<file path="src/rtl/quad_decoder_pkg.sv">
// Shared types and helpers for the quadrature decoder.
package quad_decoder_pkg;

  typedef enum logic {ST_INIT, ST_TRACK} qd_state_t;

  typedef logic [1:0] ab_t;

  // Gray-code positions of {A,B}; forward order is 00 -> 10 -> 11 -> 01 -> 00.
  localparam ab_t AB_00 = 2'b00;
  localparam ab_t AB_10 = 2'b10;
  localparam ab_t AB_11 = 2'b11;
  localparam ab_t AB_01 = 2'b01;

  // Successor of a pin state when A leads B.
  function automatic ab_t next_fwd(input ab_t ab);
    ab_t nxt;
    case (ab)
      AB_00:   nxt = AB_10;
      AB_10:   nxt = AB_11;
      AB_11:   nxt = AB_01;
      default: nxt = AB_00;
    endcase
    return nxt;
  endfunction

endpackage

</file>
<file path="src/rtl/quad_decoder_if.sv">
// Encoder pins in, step/error/period results out.
interface quad_decoder_if #(
  parameter int PER_W = 16
);
  logic             a_in;
  logic             b_in;
  logic             err_clr;
  logic             locked;
  logic             step_up;
  logic             step_dn;
  logic             dir;
  logic             err_pulse;
  logic             err_sticky;
  logic [PER_W-1:0] period;
  logic             period_vld;

  // Encoder/consumer side.
  modport master (
    output a_in, b_in, err_clr,
    input  locked, step_up, step_dn, dir, err_pulse, err_sticky, period, period_vld
  );

  // Decoder side.
  modport slave (
    input  a_in, b_in, err_clr,
    output locked, step_up, step_dn, dir, err_pulse, err_sticky, period, period_vld
  );
endinterface

</file>
<file path="src/rtl/quad_glitch_filter.sv">
// One encoder channel: metastability synchronizer followed by a persistence
// filter. A change on the synchronized pin is accepted only after it has
// differed from the filtered value for FILTER_LEN consecutive cycles.
module quad_glitch_filter #(
  parameter int SYNC_STAGES = 2,
  parameter int FILTER_LEN  = 4
) (
  input  logic clk,
  input  logic rst_n,
  input  logic pin,
  input  logic load,
  input  logic load_val,
  output logic sync,
  output logic filt
);

  localparam int CW = (FILTER_LEN > 1) ? $clog2(FILTER_LEN) : 1;
  localparam logic [CW-1:0] RUN_RELOAD = CW'(FILTER_LEN - 1);

  logic [SYNC_STAGES-1:0] sync_q;
  logic [CW-1:0]          run_cnt;

  // Shift the asynchronous pin through the synchronizer chain.
  always_ff @(posedge clk or negedge rst_n) begin
    if (!rst_n) begin
      sync_q <= '0;
    end else begin
      sync_q <= {sync_q[SYNC_STAGES-2:0], pin};
    end
  end

  assign sync = sync_q[SYNC_STAGES-1];

  // Down-count the run of differing samples; terminal count accepts the change.
  always_ff @(posedge clk or negedge rst_n) begin
    if (!rst_n) begin
      filt    <= 1'b0;
      run_cnt <= '0;
    end else if (load) begin
      filt    <= load_val;
      run_cnt <= RUN_RELOAD;
    end else if (sync == filt) begin
      run_cnt <= RUN_RELOAD;
    end else if (run_cnt == '0) begin
      filt    <= sync;
      run_cnt <= RUN_RELOAD;
    end else begin
      run_cnt <= run_cnt - 1'b1;
    end
  end

endmodule

</file>
<file path="src/rtl/quad_decoder.sv">
// Quadrature decoder: filtered A/B pins to step strobes, direction, illegal
// transition flags and a saturating step-period measurement.
//
//   state    | meaning
//   ---------+-----------------------------------------------------------
//   ST_INIT  | waiting for {a_s,b_s} to stay put, no strobes emitted
//   ST_TRACK | reference captured, decoding filtered pin transitions
module quad_decoder
  import quad_decoder_pkg::*;
#(
  parameter int SYNC_STAGES = 2,
  parameter int FILTER_LEN  = 4,
  parameter int PER_W       = 16
) (
  input  logic           clk,
  input  logic           rst_n,
  quad_decoder_if.slave  bus
);

  localparam int CW = (FILTER_LEN > 1) ? $clog2(FILTER_LEN) : 1;
  localparam logic [CW-1:0]    INIT_RELOAD = CW'(FILTER_LEN - 1);
  localparam logic [PER_W-1:0] PCNT_MAX    = '1;

  logic a_s, b_s, filt_a, filt_b, filt_load;
  ab_t  sync_ab, filt_ab, ab_prev;

  qd_state_t        state, state_nxt;
  logic [CW-1:0]    init_cnt, init_cnt_nxt;
  ab_t              ref_ab, ref_nxt;
  logic [PER_W-1:0] pcnt, pcnt_nxt, pcnt_inc;
  logic [PER_W-1:0] period_q, period_nxt;
  logic             locked_q;
  logic             step_up_q, step_up_nxt;
  logic             step_dn_q, step_dn_nxt;
  logic             dir_q, dir_nxt;
  logic             err_q, err_nxt;
  logic             err_sticky_q, err_sticky_nxt;
  logic             period_vld_q, period_vld_nxt;

  quad_glitch_filter #(
    .SYNC_STAGES (SYNC_STAGES),
    .FILTER_LEN  (FILTER_LEN)
  ) u_filt_a (
    .clk      (clk),
    .rst_n    (rst_n),
    .pin      (bus.a_in),
    .load     (filt_load),
    .load_val (a_s),
    .sync     (a_s),
    .filt     (filt_a)
  );

  quad_glitch_filter #(
    .SYNC_STAGES (SYNC_STAGES),
    .FILTER_LEN  (FILTER_LEN)
  ) u_filt_b (
    .clk      (clk),
    .rst_n    (rst_n),
    .pin      (bus.b_in),
    .load     (filt_load),
    .load_val (b_s),
    .sync     (b_s),
    .filt     (filt_b)
  );

  assign sync_ab = {a_s, b_s};
  assign filt_ab = {filt_a, filt_b};

  // Next-state, strobe and period computation.
  always_comb begin
    state_nxt      = state;
    init_cnt_nxt   = init_cnt;
    filt_load      = 1'b0;
    ref_nxt        = ref_ab;
    step_up_nxt    = 1'b0;
    step_dn_nxt    = 1'b0;
    err_nxt        = 1'b0;
    dir_nxt        = dir_q;
    period_nxt     = period_q;
    period_vld_nxt = 1'b0;
    pcnt_inc       = (pcnt == PCNT_MAX) ? pcnt : pcnt + 1'b1;
    pcnt_nxt       = pcnt;

    case (state)
      ST_INIT: begin
        if (sync_ab != ab_prev) begin
          init_cnt_nxt = INIT_RELOAD;
        end else if (init_cnt == '0) begin
          // Stable long enough: seed both filters and the reference together
          // so the first TRACK cycle sees no transition.
          state_nxt = ST_TRACK;
          filt_load = 1'b1;
          ref_nxt   = sync_ab;
          pcnt_nxt  = PCNT_MAX;
        end else begin
          init_cnt_nxt = init_cnt - 1'b1;
        end
      end

      ST_TRACK: begin
        pcnt_nxt = pcnt_inc;
        if (filt_ab != ref_ab) begin
          ref_nxt = filt_ab;
          if (filt_ab == next_fwd(ref_ab)) begin
            step_up_nxt    = 1'b1;
            dir_nxt        = 1'b1;
            period_nxt     = pcnt_inc;
            period_vld_nxt = 1'b1;
            pcnt_nxt       = '0;
          end else if (ref_ab == next_fwd(filt_ab)) begin
            step_dn_nxt    = 1'b1;
            dir_nxt        = 1'b0;
            period_nxt     = pcnt_inc;
            period_vld_nxt = 1'b1;
            pcnt_nxt       = '0;
          end else begin
            // Both bits moved at once: position is unknown, pcnt keeps running.
            err_nxt = 1'b1;
          end
        end
      end

      default: state_nxt = ST_INIT;
    endcase

    // A new error outranks a simultaneous clear.
    err_sticky_nxt = err_nxt | (err_sticky_q & ~bus.err_clr);
  end

  // State and output registers.
  always_ff @(posedge clk or negedge rst_n) begin
    if (!rst_n) begin
      state        <= ST_INIT;
      init_cnt     <= INIT_RELOAD;
      ab_prev      <= AB_00;
      ref_ab       <= AB_00;
      pcnt         <= '0;
      period_q     <= '0;
      locked_q     <= 1'b0;
      step_up_q    <= 1'b0;
      step_dn_q    <= 1'b0;
      dir_q        <= 1'b0;
      err_q        <= 1'b0;
      err_sticky_q <= 1'b0;
      period_vld_q <= 1'b0;
    end else begin
      state        <= state_nxt;
      init_cnt     <= init_cnt_nxt;
      ab_prev      <= sync_ab;
      ref_ab       <= ref_nxt;
      pcnt         <= pcnt_nxt;
      period_q     <= period_nxt;
      locked_q     <= (state_nxt == ST_TRACK);
      step_up_q    <= step_up_nxt;
      step_dn_q    <= step_dn_nxt;
      dir_q        <= dir_nxt;
      err_q        <= err_nxt;
      err_sticky_q <= err_sticky_nxt;
      period_vld_q <= period_vld_nxt;
    end
  end

  assign bus.locked     = locked_q;
  assign bus.step_up    = step_up_q;
  assign bus.step_dn    = step_dn_q;
  assign bus.dir        = dir_q;
  assign bus.err_pulse  = err_q;
  assign bus.err_sticky = err_sticky_q;
  assign bus.period     = period_q;
  assign bus.period_vld = period_vld_q;

endmodule

</file>
<file path="src/flat_wrapper.sv">
// flat-port wrapper written by rule: the top's interface ports become plain ports
module quad_decoder_flat import quad_decoder_pkg::*;
#(
  parameter int SYNC_STAGES = 2,
  parameter int FILTER_LEN  = 4,
  parameter int PER_W       = 16
)
  (clk, rst_n, bus_a_in, bus_b_in, bus_err_clr, bus_locked, bus_step_up, bus_step_dn, bus_dir, bus_err_pulse, bus_err_sticky, bus_period, bus_period_vld);
  quad_decoder_if #(.PER_W(PER_W)) bus_i ();
  input  logic clk;
  input  logic rst_n;
  input wire logic [$bits(bus_i.a_in)-1:0] bus_a_in;
  input wire logic [$bits(bus_i.b_in)-1:0] bus_b_in;
  input wire logic [$bits(bus_i.err_clr)-1:0] bus_err_clr;
  output wire logic [$bits(bus_i.locked)-1:0] bus_locked;
  output wire logic [$bits(bus_i.step_up)-1:0] bus_step_up;
  output wire logic [$bits(bus_i.step_dn)-1:0] bus_step_dn;
  output wire logic [$bits(bus_i.dir)-1:0] bus_dir;
  output wire logic [$bits(bus_i.err_pulse)-1:0] bus_err_pulse;
  output wire logic [$bits(bus_i.err_sticky)-1:0] bus_err_sticky;
  output wire logic [$bits(bus_i.period)-1:0] bus_period;
  output wire logic [$bits(bus_i.period_vld)-1:0] bus_period_vld;
  assign bus_i.a_in = bus_a_in;
  assign bus_i.b_in = bus_b_in;
  assign bus_i.err_clr = bus_err_clr;
  assign bus_locked = bus_i.locked;
  assign bus_step_up = bus_i.step_up;
  assign bus_step_dn = bus_i.step_dn;
  assign bus_dir = bus_i.dir;
  assign bus_err_pulse = bus_i.err_pulse;
  assign bus_err_sticky = bus_i.err_sticky;
  assign bus_period = bus_i.period;
  assign bus_period_vld = bus_i.period_vld;
  quad_decoder #(.SYNC_STAGES(SYNC_STAGES), .FILTER_LEN(FILTER_LEN), .PER_W(PER_W)) u_core (.clk(clk), .rst_n(rst_n), .bus(bus_i));
endmodule
</file>
<file path="config.mk">
export PLATFORM = sky130hd
export DESIGN_NAME = quad_decoder_flat
export DESIGN_NICKNAME = d
export VERILOG_FILES = /design/src/rtl/quad_decoder_pkg.sv /design/src/rtl/quad_decoder_if.sv /design/src/rtl/quad_glitch_filter.sv /design/src/rtl/quad_decoder.sv /design/src/flat_wrapper.sv
export SDC_FILE = /design/constraint.sdc
export NUM_CORES = 1
export LEC_CHECK = 0
export CAP_MARGIN = 20
export CORE_ASPECT_RATIO = 2
export CORE_MARGIN = 2
export CORE_UTILIZATION = 30
export CTS_BUF_LIST = sky130_fd_sc_hd__clkbuf_4 sky130_fd_sc_hd__clkbuf_8 sky130_fd_sc_hd__clkbuf_16
export CTS_CLUSTER_SIZE = 8
export DETAILED_ROUTE_END_ITERATION = 10
export SETUP_SLACK_MARGIN = 0.05
export SLEW_MARGIN = 20
export SYNTH_ARGS = -nofsm -noshare
export SYNTH_HDL_FRONTEND = slang
export SYNTH_SLANG_ARGS = --single-unit
</file>
<file path="constraint.sdc">
create_clock -name clk -period 2.8 [get_ports clk]
set_clock_uncertainty 0.05 [all_clocks]
set_input_delay 0.42 -clock clk [delete_from_list [all_inputs] [get_ports clk]]
set_output_delay 0.42 -clock clk [all_outputs]
set_load 0.02 [all_outputs]
</file>
# Word-level counts from Yosys, hierarchy flattened
# Index checks and enable logic that the tools add are counted.
# word_totals
latchBits	0
rom_bits	0
ramBits	0
input_bits	5
wordCells	111
regBits	55
mem_count	0
out_inout_bits	23
# op_classes
div_mod_pow	0
shifts	0
muxes	54
bitwise	4
mul	0
reduce_logical	14
magnitude_cmp	0
add_sub_neg	4
eq_ne	17
# ops
operator	n
$mux 16	8
$mux 2	16
$pmux 16 s2	1
$mux 1	26
$add 16x1->16 const B	1
$eq 16x16->1 const B	1
$pmux 2 s3	2
$logic_not 2->1	5
$eq 2x2->1 const B	4
$ne 2x1->1 const B	4
$reduce_and 2->1	4
$reduce_and 3->1	2
$reduce_bool 2->1	3
$sub 2x1->2 const B	3
$eq 2x2->1	2
$ne 2x2->1	2
$ne 2x2->1 const B	2
$pmux 2 s2	1
$eq 1x1->1	2
$not 1->1	2
$and 1x1->1	1
$or 1x1->1	1

# Logic depth before layout (Yosys ltp)
# logic_depth
depth_word	14
ltp_mapped	8
ltp_nobuf	6

# Cells and area by module
# A second synthesis with hierarchy kept.
# hier_totals
hier_cells	260
hier_area_um2	2597.5
# modules_own_cells
mod	area_per_inst_um2	seq_area_each_um2	cells_each	instances
quad_decoder	2217.1	1128.6	232	1
quad_glitch_filter	190.2	125.1	14	2

# Worst setup path before layout
# Ideal clock, no wire load.
# synth_timing
path_type	register to register
start	register u_core.pcnt[0]
end	register u_core.pcnt[5]
synth_period_minus_slack_ns	1.911
required_ns	2.663
setup_slack_ns	0.889
t_arrival_ns	1.774
path_stages_with_launch	9
setup_ns	0.087
path_cell_list	dfrtp_1 > ha_1 > and3_1 > buf_2 > and4_1 > buf_2 > a211oi_1 > nor3_1 > a211oi_2
# synth_via
elab_chain_len	6
# synth_lines
element	line_no	rtl
start: declaration	quad_decoder.sv:30	logic [PER_W-1:0] pcnt, pcnt_nxt, pcnt_inc;
start signal: assignment	quad_decoder.sv:151	pcnt <= pcnt_nxt;
$add 16x1->16 or $eq 16x16->1 (tied branches)	quad_decoder.sv:81	pcnt_inc = (pcnt == PCNT_MAX) ? pcnt : pcnt + 1'b1;
$mux 16 (*)	quad_decoder.sv:81	
$mux 16	quad_decoder.sv:110	end else if (ref_ab == next_fwd(filt_ab)) begin
$mux 16	quad_decoder.sv:104	if (filt_ab == next_fwd(ref_ab)) begin
$mux 16 (*)	quad_decoder.sv:102	if (filt_ab != ref_ab) begin
$pmux 16 s2 (*)	quad_decoder.sv:84	case (state)
# Every way passes the cells marked *; elsewhere a longest branch is shown, timed or not.
# A chain may end at the register's enable or synchronous reset.

# Final worst setup path
# layout_timing
start	register u_core.pcnt[0]
end	register u_core.pcnt[1]
# The elaborated chain is that of the path after synthesis.

==> impl_metrics.ini <==
[synthesis]
syn_area_per_cell_um2 = 10.3
netlist_area_um2 = 2720
yosysUniqueCellTypes = 54
yosys.area_share.simple = 0.168
synth_cells = 264
synthXorXnorAreaFrac = 0.0732
synth_area_leader_cell = dfrtp_1
yosysSeqAreaShare = 0.508
yosys-top-cells-area = dfrtp_1, nand2_1, xnor2_1
synth.mux.area_fraction = 0.0157
synthesis.nets = 273
synth_top_family_by_area = compound AO/OA/AOI/OAI gates
synth-compound-area-share = 0.178
yosys_register_bits = 55
ys.flop_type = dfrtp_1
synthAdderAreaFrac = 0.0184
yosysWarnings = 0
async_flop_share = 1.00
synth_edf_count = 0
synth_top_area_share = 0.488

[global_route]
track_usage = 0.145
gr-total-overflow = 0
grt_pass1_vias = 2170
grt_pass1_wl_um = 11100
antenna_found_initial = 0
grt_max_degree = 30

[pwr]
p_leak_uw = 0.00138
seq_power_share = 0.337
power_frac_clock = 0.192
p_sw_uw = 1430
power_frac_comb = 0.472
p_per_area_nw_per_um2 = 1030
internal-power_uw = 1910
finalPower_uw = 3340
p_sw_frac = 0.429
peakVddDrop_v = 0.000491

[finish]
drive_gt1_frac = 0.0993
syn_to_final_growth_pct = 19.1
nets = 300
antennaDiodeCount = 0
final_util = 0.364
fillCellCount = 883

[critical_path]
critPathRequiredTime_ps = 2940
path_delay_family = simple AND/OR/NAND/NOR gates
cp_slowest_cell = dfrtp_1
arrival_ps = 2350
critical_path_class = register to register
worst-path-buf-inv = 0
critical_path.max_stage_delay_ps = 450
cp_cell_sequence = ha_1 > and3_1 > nand4_1 > nor2_2 > nor2_1 > a221o_1
critPathLaunchType = register
cp_max_fo = 9
crit_path_end_kind = register

[sta]
period_share = 0.790
finalSetupViolations = 0
rsz0062_at_grt = false
finalCriticalPeriod_ps = 2210
finalMaxSlewViolations = 0
worst_pin_slew_ps = 653
relSlewSlack = 0.564
setup_tns_ps = 0
final_hold_viol_count = 0
fmax_mhz = 452

[place]
gp_congestion = 0.914
portBuffers = 27
hpwl_um = 5010

[floorplanning]
start_util = 0.306
die_x_um = 71.3
core_area_um2 = 8890
die_area_um2 = 9880
placementRows = 49
io_pins = 28
dieHeight_um = 139

[detailed_routing]
vias_per_cell = 5.37
drtPass1Iterations = 4
routed_wl_um = 6760
via_count = 2117
drc = 0
ant_nets = 0
drt_iter0_markers = 170
wl_per_cell_um = 17.2

[clocking]
htreeDepth = 2
path_clk_slew_ps = 70
hold_buffers = 0
cts_sinks = 55
cts_setup_buffers = 0
cts_tree = built
clockBufferDepth = 2
postCtsResizedCells = 0
clock_latency_ps = 300
root_buffer = clkbuf_16
cts_buffers = 5

[worst_hold_path]
hold_path_class = primary input to asynchronous set/reset pin

[run]
max_cap_viol_count = 0

[outcome]
status = complete, no violations
## cells in the mapped netlist (all sizes together) (2+ instances only)
library cell,count
dfrtp,53
nand2,28
nor2,19
o21ai,15
a21oi,13
xnor2,13
inv,12
a31oi,10
nand3,10
and3,9
buf,8
a211oi,6
nor3,6
nand4,5
xor2,5
a21o,4
and4,4
ha,4
o31ai,4
nand2b,3
o311ai,3
a41oi,2
clkbuf,2
dfstp,2
mux2,2
mux2i,2
nand4b,2
o211ai,2
o21a,2
## cell families (layout without fill, tap and decap cells)
| group | count (synthesis) | count (layout) |
|---|---|---|
| adder cells (fa/ha/maj) | 4 | 4 |
| buffers and inverters | 23 | 51 |
| multiplexers | 4 | 4 |
| XOR/XNOR | 18 | 18 |
| flip-flops | 55 | 55 |
| AO/OA/AOI/OAI | 70 | 70 |
| AND/OR/NAND/NOR | 90 | 90 |
## sequential cells by signal (all words and copies together) (netlist names), 2 cells and up
name and flops:
u_core.u_filt_a.run_cnt 2, u_core.ab_prev 2, u_core.u_filt_a.sync_q 2, u_core.init_cnt 2
u_core.bus.period 16, u_core.u_filt_b.sync_q 2, u_core.ref_ab 2, u_core.u_filt_b.run_cnt 2
u_core.pcnt 16
## layout by cell type, fill, tap and decap left out, types with 5 or more instances in the layout
cell type,Yosys,routed
nand2_1,26,26
clkdlybuf4s50_1,0,26
dfrtp_1,53,53
a31oi_1,10,10
nand4_1,5,5
inv_1,11,11
nor3_1,6,6
a21oi_1,13,13
xnor2_1,11,11
o21ai_0,15,15
nand3_1,10,10
and3_1,8,8
clkbuf_16,0,5
nor2_1,18,18
## worst paths after layout
check,startpoint,endpoint,slack (ps),depth (start not counted)
min in group clk,u_core.u_filt_a.sync_q[0],u_core.u_filt_a.sync_q[1],300,0
worst max register to register,u_core.pcnt[0],u_core.pcnt[1],590,6
max in group asynchronous,rst_n,u_core.init_cnt[1],1940,2
worst max-delay path,u_core.pcnt[0],u_core.pcnt[1],590,6
worst min-delay path,rst_n,u_core.bus.err_sticky,90,1
worst min register to register,u_core.u_filt_a.sync_q[0],u_core.u_filt_a.sync_q[1],300,0
## power groups by stage
stage	registers, µW	logic (µW)	clock network, µW
final	1130	1580	640
after global routing	1150	1760	686
after CTS	1130	1600	654
after detailed placement	1140	1590	0
after global placement	1130	1570	0
after floorplan	1210	1130	0
## through the flow
| step | hold slack (ps) | setup WS [ps] | instance area [µm²] | std cells |
|---|---|---|---|---|
| floorplan | 74.4 | 889 | 2720 | 264 |
| global placement | 284 | 733 | 3090 | 386 |
| detailed placement | 286 | 644 | 3090 | 386 |
| CTS | 125 | 632 | 3240 | 394 |
| global route | 153 | 415 | 3240 | 394 |
| finish | 90.7 | 588 | 3240 | 394 |
## area by class of cell
cell class	count	area, µm²	share of cell area
Multi-Input combinational cell	186	1230	0.381
Timing Repair Buffer	30	300	0.0928
Clock inverter	2	12.5	0.00387
Inverter	13	51.3	0.0159
Tap cell	102	128	0.0394
Sequential cell	55	1380	0.426
Clock buffer	6	133	0.0410
## layer usage
layer	GRT usage	routed length (µm)	vias to the layer above
met3	0.0218	238	16
met1	0.149	2400	1037
li1	-	-	1004
met5	0	0	-
met4	0.0775	272	0
met2	0.269	3850	60
(Power assumes the default switching activity.)
